`config.mk`:
```
export PLATFORM = sky130hd
export DESIGN_NAME = mtr_drv_multi
export DESIGN_NICKNAME = d
export VERILOG_FILES = /design/src/rtl/mtr_pkg.sv /design/src/rtl/mtr_ch.sv /design/src/rtl/mtr_drv_multi.sv
export SDC_FILE = /design/constraint.sdc
export NUM_CORES = 1
export LEC_CHECK = 0
export BUFFER_PORTS_ARGS = -buffer_cell sky130_fd_sc_hd__clkbuf_2
export CAP_MARGIN = 25
export CORE_MARGIN = 5
export CORE_UTILIZATION = 45
export DETAILED_ROUTE_END_ITERATION = 10
export SYNTH_ARGS = -nofsm -noshare
export SYNTH_HDL_FRONTEND = slang
export SYNTH_SLANG_ARGS = --single-unit
export TNS_END_PERCENT = 30
```
`constraint.sdc`:
```
create_clock -name clk -period 14.24 [get_ports clk]
set_input_delay 0.712 -clock clk [delete_from_list [all_inputs] [get_ports clk]]
set_output_delay 0.712 -clock clk [all_outputs]
set_load 0.01 [all_outputs]
```
`src/rtl/mtr_pkg.sv`:
```
// Shared types and helpers for the multi-channel signed-duty motor driver.
package mtr_pkg;

    // Default duty width and the magnitude field width derived from it.
    localparam int DUTY_W_DFLT = 12;
    localparam int MAG_W       = DUTY_W_DFLT - 1;

    // Per-channel drive state: normal ramping, or PWM-off dead time before a reversal.
    typedef enum logic {
        RUN  = 1'b0,
        DEAD = 1'b1
    } ch_state_t;

    // Clamp the most-negative code of a w-bit two's complement duty (carried
    // sign-extended in 32 bits) so that its magnitude fits in w-1 bits.
    function automatic logic signed [31:0] sat_duty(input logic signed [31:0] d, input int w);
        logic signed [31:0] lo;
        lo = -(32'sd1 <<< (w - 1));
        if (d == lo) begin
            return lo + 32'sd1;
        end
        return d;
    endfunction

endpackage

```
`src/rtl/mtr_ch.sv`:
```
// One motor channel: target register, slew limiter, RUN/DEAD reversal FSM,
// dead-time counter and the registered PWM compare.
module mtr_ch
    import mtr_pkg::*;
#(
    parameter int DUTY_W    = MAG_W + 1,
    parameter int SLEW_STEP = 16,
    parameter int DEAD_CYC  = 64
) (
    input  logic              clk,
    input  logic              rst,
    input  logic              en_i,
    input  logic [DUTY_W-1:0] duty_i,
    input  logic [DUTY_W-2:0] cnt_i,
    input  logic              wrap_i,
    output logic              dir_o,
    output logic              pwm_o,
    output logic              at_tgt_o
);

    localparam int CNT_W = DUTY_W - 1;
    localparam int DC_W  = (DEAD_CYC > 1) ? $clog2(DEAD_CYC) : 1;
    localparam logic [DC_W-1:0]         DC_LOAD = DC_W'(DEAD_CYC - 1);
    localparam logic signed [DUTY_W:0]  SLEW_L  = (DUTY_W + 1)'(SLEW_STEP);

    logic signed [DUTY_W-1:0] tgt_q, tgt_d;
    logic signed [DUTY_W-1:0] app_q, app_d;
    ch_state_t                st_q, st_d;
    logic [DC_W-1:0]          dc_q, dc_d;
    logic                     dir_q, dir_d;
    logic                     pwm_q, pwm_d;

    logic signed [31:0]       duty_ext;
    logic signed [DUTY_W:0]   diff, diff_abs, step, nxt;
    logic signed [DUTY_W-1:0] slew_val;
    logic [CNT_W-1:0]         app_mag;
    logic                     tgt_neg;
    logic                     rev_req;

    assign duty_ext = {{(32 - DUTY_W){duty_i[DUTY_W-1]}}, duty_i};
    assign tgt_neg  = tgt_q[DUTY_W-1];
    // A reversal is only started from standstill, and only when the target points the other way.
    assign rev_req  = (app_q == '0) && (tgt_q != '0) && (tgt_neg != dir_q);

    // Slew step toward the target, clipped to SLEW_STEP and never crossing zero.
    always_comb begin
        diff     = (DUTY_W + 1)'(tgt_q) - (DUTY_W + 1)'(app_q);
        diff_abs = diff[DUTY_W] ? -diff : diff;
        step     = (diff_abs < SLEW_L) ? diff_abs : SLEW_L;
        if (diff[DUTY_W]) begin
            step = -step;
        end
        nxt      = (DUTY_W + 1)'(app_q) + step;
        slew_val = nxt[DUTY_W-1:0];
        if (!app_q[DUTY_W-1] && (app_q != '0) && nxt[DUTY_W]) begin
            slew_val = '0;
        end
        if (app_q[DUTY_W-1] && !nxt[DUTY_W] && (nxt != '0)) begin
            slew_val = '0;
        end
        app_mag  = CNT_W'(app_q[DUTY_W-1] ? -app_q : app_q);
    end

    // Next-state logic: enable overrides everything, then the RUN/DEAD FSM.
    always_comb begin
        tgt_d = DUTY_W'(sat_duty(duty_ext, DUTY_W));
        app_d = app_q;
        st_d  = st_q;
        dc_d  = dc_q;
        dir_d = dir_q;
        pwm_d = en_i && (st_q == RUN) && (cnt_i < app_mag);
        if (!en_i) begin
            app_d = '0;
            st_d  = RUN;
        end else begin
            case (st_q)
                RUN: begin
                    if (rev_req) begin
                        st_d = DEAD;
                        dc_d = DC_LOAD;
                    end else if (wrap_i) begin
                        app_d = slew_val;
                    end
                end
                DEAD: begin
                    if (dc_q == '0) begin
                        st_d  = RUN;
                        dir_d = tgt_neg;
                    end else begin
                        dc_d = dc_q - 1'b1;
                    end
                end
                default: st_d = RUN;
            endcase
        end
    end

    // Channel state registers with synchronous reset.
    always_ff @(posedge clk) begin
        if (rst) begin
            tgt_q <= '0;
            app_q <= '0;
            st_q  <= RUN;
            dc_q  <= '0;
            dir_q <= 1'b0;
            pwm_q <= 1'b0;
        end else begin
            tgt_q <= tgt_d;
            app_q <= app_d;
            st_q  <= st_d;
            dc_q  <= dc_d;
            dir_q <= dir_d;
            pwm_q <= pwm_d;
        end
    end

    assign dir_o    = dir_q;
    assign pwm_o    = pwm_q;
    assign at_tgt_o = (app_q == tgt_q);

endmodule

```
`src/rtl/mtr_drv_multi.sv`:
```
// N-channel signed-duty motor driver: shared PWM counter and wrap pulse,
// one slew-limited channel with reversal dead time per motor.
module mtr_drv_multi
    import mtr_pkg::*;
#(
    parameter int N_CH      = 2,
    parameter int DUTY_W    = MAG_W + 1,
    parameter int SLEW_STEP = 16,
    parameter int DEAD_CYC  = 64
) (
    input  logic                   clk,
    input  logic                   rst,
    input  logic                   en,
    input  logic [N_CH*DUTY_W-1:0] duty,
    output logic [N_CH-1:0]        DIR,
    output logic [N_CH-1:0]        PWM,
    output logic [N_CH-1:0]        at_tgt
);

    localparam int CNT_W = DUTY_W - 1;

    logic [CNT_W-1:0] cnt_q, cnt_d;
    logic             wrap;

    // Free-running period counter; wrap marks the last clock of each period.
    always_comb begin
        cnt_d = cnt_q + 1'b1;
    end

    assign wrap = (cnt_q == {CNT_W{1'b1}});

    // Counter register; keeps running while disabled so channels stay phase-aligned.
    always_ff @(posedge clk) begin
        if (rst) begin
            cnt_q <= '0;
        end else begin
            cnt_q <= cnt_d;
        end
    end

    generate
        for (genvar gi = 0; gi < N_CH; gi++) begin : g_ch
            mtr_ch #(
                .DUTY_W    (DUTY_W),
                .SLEW_STEP (SLEW_STEP),
                .DEAD_CYC  (DEAD_CYC)
            ) u_ch (
                .clk      (clk),
                .rst      (rst),
                .en_i     (en),
                .duty_i   (duty[gi*DUTY_W +: DUTY_W]),
                .cnt_i    (cnt_q),
                .wrap_i   (wrap),
                .dir_o    (DIR[gi]),
                .pwm_o    (PWM[gi]),
                .at_tgt_o (at_tgt[gi])
            );
        end
    endgenerate

endmodule
```
==> metrics.md, run 1 <==
| Metric | Value |
|---|---|
| RSZ-0062 raised after global routing | `no` |
| Diodes inserted | `0` |
| Pwr/cell area | `77.09 nW/um^2` |
| Leakage power | `3.603 nW` |
| GPL Wtd Cong | `about 0.95` |
| Die Wd | `147.3 um` |
| Residual DRC | `0` |
| Vias in the first global route | `7,461` |
| Minimum clock period | `between 8 and 9 ns` |
| Cts repair resizes | `0` |
| WP data required | `14.51 ns` |
| Row count | `50` |
| Setup TNS | `0 ns` |
| Ratio of final minimum period to clock period | `0.6026` |
| Clock Tree Root | `clkbuf_16` |
| Layout cell share with drive strength beyond 1 | `0.09614` |
| Largest net degree at the start of global routing | `53` |
| Worst hold-check slack | `0.4809 ns` |
| Area leader, netlist | `dfxtp_1` |
| GRT Residual Overflow | `0` |
| Status | `finished clean` |
| Fin cells | `1,347` |
| Number of synthesized register bits | `77` |
| Sequential share of the synthesized area | `0.1816` |
| Sum of routed wire length over all layers | `23,750 um` |
| Syn Area/Cell | `7.738 um^2` |
| Max_cap viols | `0` |
| Chip height | `~150 um` |
| Commonest cells in the netlist | `99 x nor2_1, 81 x ha_1, 77 x dfxtp_1` |
| Least-Margin Pin Slew | `0.9267 ns` |
| Worst Hold Class | `reg -> reg` |
| GR Util All Layers | `0.2139` |
| Initial core utilization | `0.4553` |
| Prevailing post-synth register cell | `dfxtp_1` |
| Cell Area, Synth | `8488 um^2` |
| Endpoints failing setup | `0` |
| First-pass DRT Iterations | `5` |
| Ys async rst share | `0` |
| IO Count | `33` |
| Max-slew violations | `0` |
| Maximum clock rate | `116.5 MHz` |
| Top cell by count, worst path | `a21oi_1` |
| Number of synthesized flops with an enable pin | `0` |
| Vias per cell | `5.947` |
| Reg2Reg Depth | `35` |
| Area share of the largest cell type after synthesis | `0.1816` |
| Top cells by area, synth | `dfxtp_1 18%, ha_1 12%, xnor2_1 6.4%` |
| Ys Warns | `0` |
| First-pass GRT wire length | `approximately 39,000 um` |
| Crit path largest cell delay | `between 0.6 and 0.7 ns` |
| Count leader, synth | `nor2_1` |
| HPWL Detailed | `approximately 19,000 um` |
| R2r setup slk | `5.66 ns` |
| Critical Path Source Type | `flop` |
| Post-route ant nets | `0` |
| TritonCTS Buffers | `9` |
| Crit path DAT | `8.85 ns` |
| Hold endpoint | `g_ch[0].u_ch.dc_q[5]` |
| Hold path depth | `1` |
| Crit end category | `flop` |
| Syn nets | `between 1,000 and 1,500` |
| Die area | `21,710 um^2` |
| Final Skew | `0.01033 ns` |
| Initial antenna violation count | `0` |
| Clock slew at reported path FFs | `0.06 ns` |
| Hold path startpoint | `g_ch[0].u_ch.dc_q[5]` |
| Hold-fix buffers, CTS | `0` |
| Total power | `just over 0.0007 W` |
| DRT iter0 DRCs | `483` |
| Synth unique cells | `89` |
| Slew HR | `0.3822` |
| Slowest CP cell | `a311oi_2` |
| Kind of critical path | `reg -> reg` |
| Vias after detailed routing | `8,010` |
| Maximum vdd drop | `~0.00007 V` |
| Cell total after placement | `1,331` |
| Layout overhead on the synthesized area | `7.695%` |
| Port buffer count | `32` |
| CTS max path bufs | `2` |
| Worst r2r src | `g_ch[1].u_ch.app_q[0]` |
| Post-Synthesis Cells | `about 1,100` |
| TritonCTS clock tree | `done` |
| CTS H-tree depth | `3` |
| Nets@finish | `1,220` |
| Crit path buf inv count | `1` |
| CP Max Fanout | `20` |
| DR WL/cell | `17.63 um` |
| Sinks on the clock net | `77` |
| Core area | `18,640 um^2` |
| Number of post-CTS setup repair buffers | `0` |
| Core Util, Final | `0.4903` |
| RR Endpoint | `g_ch[1].u_ch.app_q[10]` |
| Delay-heaviest family, CP | `compound AO/OA/AOI/OAI gates` |
| Worst-Skew Late Latency | `0.33 ns` |
| Fin. Hold Viols | `0` |
[layout make-up]
cell class	instances	area (um^2)
tap	234	292.8
clock buffer	11	242.7
timing repair buffer	37	197.7
multi-input combinational	914	6524
inverter	69	259.0
sequential	77	1541
fill	1859	9502
clock inverter	5	83.83
[worst max path at each step]
stage | startpoint | to | slack, ns | depth (start not counted)
6_report | g_ch[1].u_ch.app_q[0] | g_ch[1].u_ch.app_q[10] | 5.66 | 35
5_1_grt | g_ch[1].u_ch.app_q[0] | g_ch[1].u_ch.app_q[6] | 4.88 | 34
4_1_cts | g_ch[1].u_ch.app_q[0] | g_ch[1].u_ch.app_q[10] | 5.72 | 35
3_5_place_dp | g_ch[1].u_ch.app_q[0] | g_ch[1].u_ch.app_q[2] | 5.77 | 34
3_3_place_gp | g_ch[1].u_ch.app_q[0] | g_ch[1].u_ch.app_q[0] | 5.89 | 34
2_1_floorplan | g_ch[1].u_ch.app_q[0] | g_ch[1].u_ch.app_q[10] | 6.60 | 36
[report_power, final]
group | total, W | switching (W) | leakage [nW] | internal, W
logic | 0.000226 | 0.000140 | 2.82 | 0.0000863
registers | 0.000230 | 0.00000714 | 0.630 | 0.000223
clock network | 0.000249 | 0.0000899 | 0.152 | 0.000159
[layer usage]
layer  up-vias  GRT usage  part of all wire  routed length (um)
met5         -          0                 0                   0
met4         0    0.08667             0.036                 859
met3        39    0.01851             0.026                 623
met2       171     0.3747              0.49               11660
met1      3716     0.2711              0.45               10610
li1       4084          -                 -                   -
[sequential cells by signal (all words and copies together) (netlist names)]
name,flops
g_ch.u_ch.app_q,24
g_ch.u_ch.tgt_q,24
g_ch.u_ch.dc_q,12
cnt_q,11
g_ch.u_ch.dir_o,2
g_ch.u_ch.pwm_o,2
g_ch.u_ch.st_q,2
[cell families (layout without fill, tap and decap cells)]
group | Yosys count | count (layout) | share of synthesized area
AO/OA/AOI/OAI | 328 | 328 | 0.2829
XOR/XNOR | 92 | 92 | 0.09758
adder cells (fa/ha/maj) | 85 | 85 | 0.1288
buffers and inverters | 106 | 122 | 0.05056
flip-flops | 77 | 77 | 0.1816
multiplexers | 17 | 17 | 0.02226
AND/OR/NAND/NOR | 392 | 392 | 0.2363
[through the flow]
| step | worst slack, ns | area [um^2] |
|---|---|---|
| after global routing | 4.881 | 9141 |
| after global placement | 5.892 | 8815 |
| after detailed placement | 5.769 | 8815 |
| final | 5.659 | 9141 |
| after CTS | 5.720 | 9141 |
| after floorplan | 6.596 | 8488 |
[placed cells by master (no fill, tap or decap), types with 15 or more instances in the layout]
cell       n
nand2b_1  15
nor3_1    39
nor2_1    99
xnor2_1   62
a21oi_1   71
nor4_1    23
ha_1      81
inv_1     68
a21o_1    18
xor2_1    27
a211oi_1  20
nor2b_1   34
dfxtp_1   77
nand3_1   35
o21ai_0   51
a22o_1    17
nand2_1   66
clkbuf_2  32
Power figures use the tool's default switching activity.
==> inputs of run 2 (changes only) <==
clock period = 7.7 ns   (was 14.24 ns; I/O delays follow)
==> metrics.md, run 2 (synthesis results as in run 1) <==
| Metric | Value |
|---|---|
| TritonCTS Buffers | `9 (unchanged)` |
| Finished Cell Area | `9950 um^2 (+8.8%)` |
| Kind of critical path | `reg -> reg` |
| Worst Hold Class | `in -> reg` |
| WP data required | `7.92 ns (-6.59 ns)` |
| Worst-Skew Late Latency | `0.34 ns (about the same)` |
| Vias per cell | `5.910 (-0.61%)` |
| Die area | `21,710 um^2 (unchanged)` |
| Power Internal | `0.0008669 W (+85%)` |
| Fillcell total | `1,816 (-2.3%)` |
| TritonCTS clock tree | `done` |
| Initial core utilization | `0.4553 (unchanged)` |
| Vias after detailed routing | `8,363 (+4.4%)` |
| Most frequent cells in the layout | `95 x nor2_1, 74 x dfxtp_1, 72 x ha_1, 72 x buf_4, 69 x a21oi_1` |
| Port buffer count | `32 (unchanged)` |
| Core area | `18,640 um^2 (unchanged)` |
| Slowest CP cell | `a2111oi_0` |
| Clock slew at reported path FFs | `0.06 ns (about the same)` |
| Sw Ratio | `0.3473 (+0.01105)` |
| FF/Latch Area | `1548 um^2 (+0.41%)` |
| CTS max path bufs | `2 (unchanged)` |
| Initial antenna violation count | `0 (unchanged)` |
| GR Util All Layers | `0.2221 (+0.008167)` |
| Leakage power | `4.006 nW (+11%)` |
| Max-slew violations | `0 (unchanged)` |
| Least-Margin Pin Slew | `0.9538 ns (+0.02710 ns)` |
| NetSw | `0.0004613 W (+95%)` |
| Critical Path Source Type | `flop` |
| Residual DRC | `0 (unchanged)` |
| Logic gate share of total power | `0.356 (+0.035)` |
| Clock Tree Root | `clkbuf_16` |
| Post-route ant nets | `0 (unchanged)` |
| Crit end category | `flop` |
| CP Max Fanout | `8 (-60%)` |
| Layout overhead on the synthesized area | `17.22%` |
| DRT iter0 DRCs | `453 (-6.2%)` |
| Minimum clock period | `7.476 ns (-1.104 ns)` |
| Layout cell share with drive strength beyond 1 | `0.1829 (+0.08676)` |
| RSZ-0062 raised after global routing | `yes` |
| Worst setup margin | `0.2236 ns (-5.436 ns)` |
| Nets@finish | `1,289 (+5.7%)` |
| Clk pwr share | `0.324 (-0.029)` |
| GPL Wtd Cong | `0.8924 (-5.7%)` |
| Sinks on the clock net | `77 (unchanged)` |
| Fin. Hold Viols | `0 (unchanged)` |
| Delay-heaviest family, CP | `compound AO/OA/AOI/OAI gates` |
| Maximum clock rate | `133.8 MHz (+15%)` |
| Die Wd | `147.3 um (unchanged)` |
| Commonest non-fill, non-tap cell in the layout | `nor2_1` |
| Crit path DAT | `7.70 ns (-1.15 ns)` |
| Critical path depth in cells | `35 (unchanged)` |
| Sum of routed wire length over all layers | `25,310 um (+6.5%)` |
| GRT Residual Overflow | `0 (unchanged)` |
| Crit path buf inv count | `4 (+3)` |
| Multi-input logic area | `6828 um^2 (+4.7%)` |
| Reg2Reg Depth | `35 (unchanged)` |
| Hold path depth | `3 (+2)` |
| Row count | `50 (unchanged)` |
| Chip height | `147.3 um (unchanged)` |
| Diodes inserted | `0 (unchanged)` |
| Largest regs | `g_ch.u_ch.app_q (24), g_ch.u_ch.tgt_q (24), g_ch.u_ch.dc_q (12)` |
| DR WL/cell | `17.88 um (+1.4%)` |
| Hold-fix buffers, CTS | `0 (unchanged)` |
| Endpoints failing setup | `0 (unchanged)` |
| First-pass GRT wire length | `39,680 um (+3.0%)` |
| Vias in the first global route | `7,849 (+5.2%)` |
| Ratio of final minimum period to clock period | `0.9710 (+0.3684)` |
| HPWL Detailed | `20,210 um (+6.0%)` |
| Max_cap viols | `0 (unchanged)` |
| CTS H-tree depth | `3 (unchanged)` |
| Dpl ws | `0.2029 ns (-5.566 ns)` |
| Largest net degree at the start of global routing | `53 (unchanged)` |
| Status | `finished clean` |
| IO Count | `33 (unchanged)` |
| Post-DP Area | `9205 um^2 (+4.4%)` |
| Slew HR | `0.3641 (-0.01807)` |
| Final Skew | `0.01323 ns (+0.002899 ns)` |
| Pwr/cell area | `133.5 nW/um^2 (+73%)` |
| Sequential power share | `0.320 (-0.006)` |
| Crit path largest cell delay | `0.54 ns (-0.08 ns)` |
| Maximum vdd drop | `0.0001384 V (+98%)` |
| First-pass DRT Iterations | `5 (unchanged)` |
==> run 2: per-stage QoR <==
stage / instances / utilization / power [W] / hold slack (ns) / setup TNS (ns)
after detailed placement: 1383 / 0.4938 / 0.0008668 / 0.4673 / 0
after global routing: 1415 / 0.5337 / 0.001398 / 0.2743 / -2.256
after global placement: 1383 / 0.4938 / 0.0008657 / 0.4690 / 0
after floorplan: 1097 / - / 0.0007525 / 0.4321 / 0
final: 1415 / 0.5337 / 0.001328 / 0.2721 / 0
after CTS: 1398 / 0.5098 / 0.001299 / 0.2592 / 0
==> run 2: area by class of cell <==
| class | instances | area share |
|---|---|---|
| repair buffers | 106 | 0.07269 |
| well taps | 234 | 0.02943 |
| flip-flops and latches | 77 | 0.1556 |
| inverters | 69 | 0.02603 |
| multi-input cells | 914 | 0.6862 |
| clock inverters | 5 | 0.006036 |
| clock buffers | 10 | 0.02402 |
==> run 2: what timing repair did <==
action                                  4_1_cts  5_1_grt
setup buffers                                 0       17
endpoints found under the setup margin        0       24
resized for setup                             0       66
==> run 2: worst paths after layout <==
check / startpoint / to / slack (ns)
setup reg to reg: g_ch[1].u_ch.app_q[7] / g_ch[1].u_ch.app_q[5] / 0.22
hold / removal: duty[12] / g_ch[1].u_ch.tgt_q[0] / 0.27
setup / recovery: g_ch[1].u_ch.app_q[7] / g_ch[1].u_ch.app_q[5] / 0.22
hold reg to reg: g_ch[1].u_ch.dc_q[5] / g_ch[1].u_ch.dc_q[5] / 0.48
==> run 2: routing by layer <==
metal,routed length (um),track usage,vias up
met5,0,0,-
met4,863,0.08900,0
met3,570,0.01912,49
met2,12960,0.4124,166
met1,10910,0.2626,3917
li1,-,-,4231
==> run 2: worst reg2reg max path: cells and delay by family, from the launching register on <==
family,cells,cell delay (ns)
flops,1,0.36
fa+ha+maj,4,1.12
compound gates,13,2.82
xor+xnor,2,0.27
simple gates,10,1.94
buf+inv,4,0.47
mux,2,0.39
==> run 2: power by group through the flow <==
stage               clock network (W)  registers, W  logic, W
detailed placement                  0      0.000434  0.000433
CTS                          0.000439      0.000425  0.000435
finish                       0.000431      0.000425  0.000472
global route                 0.000454      0.000427  0.000518
global placement                    0      0.000434  0.000432
floorplan                           0      0.000429  0.000324
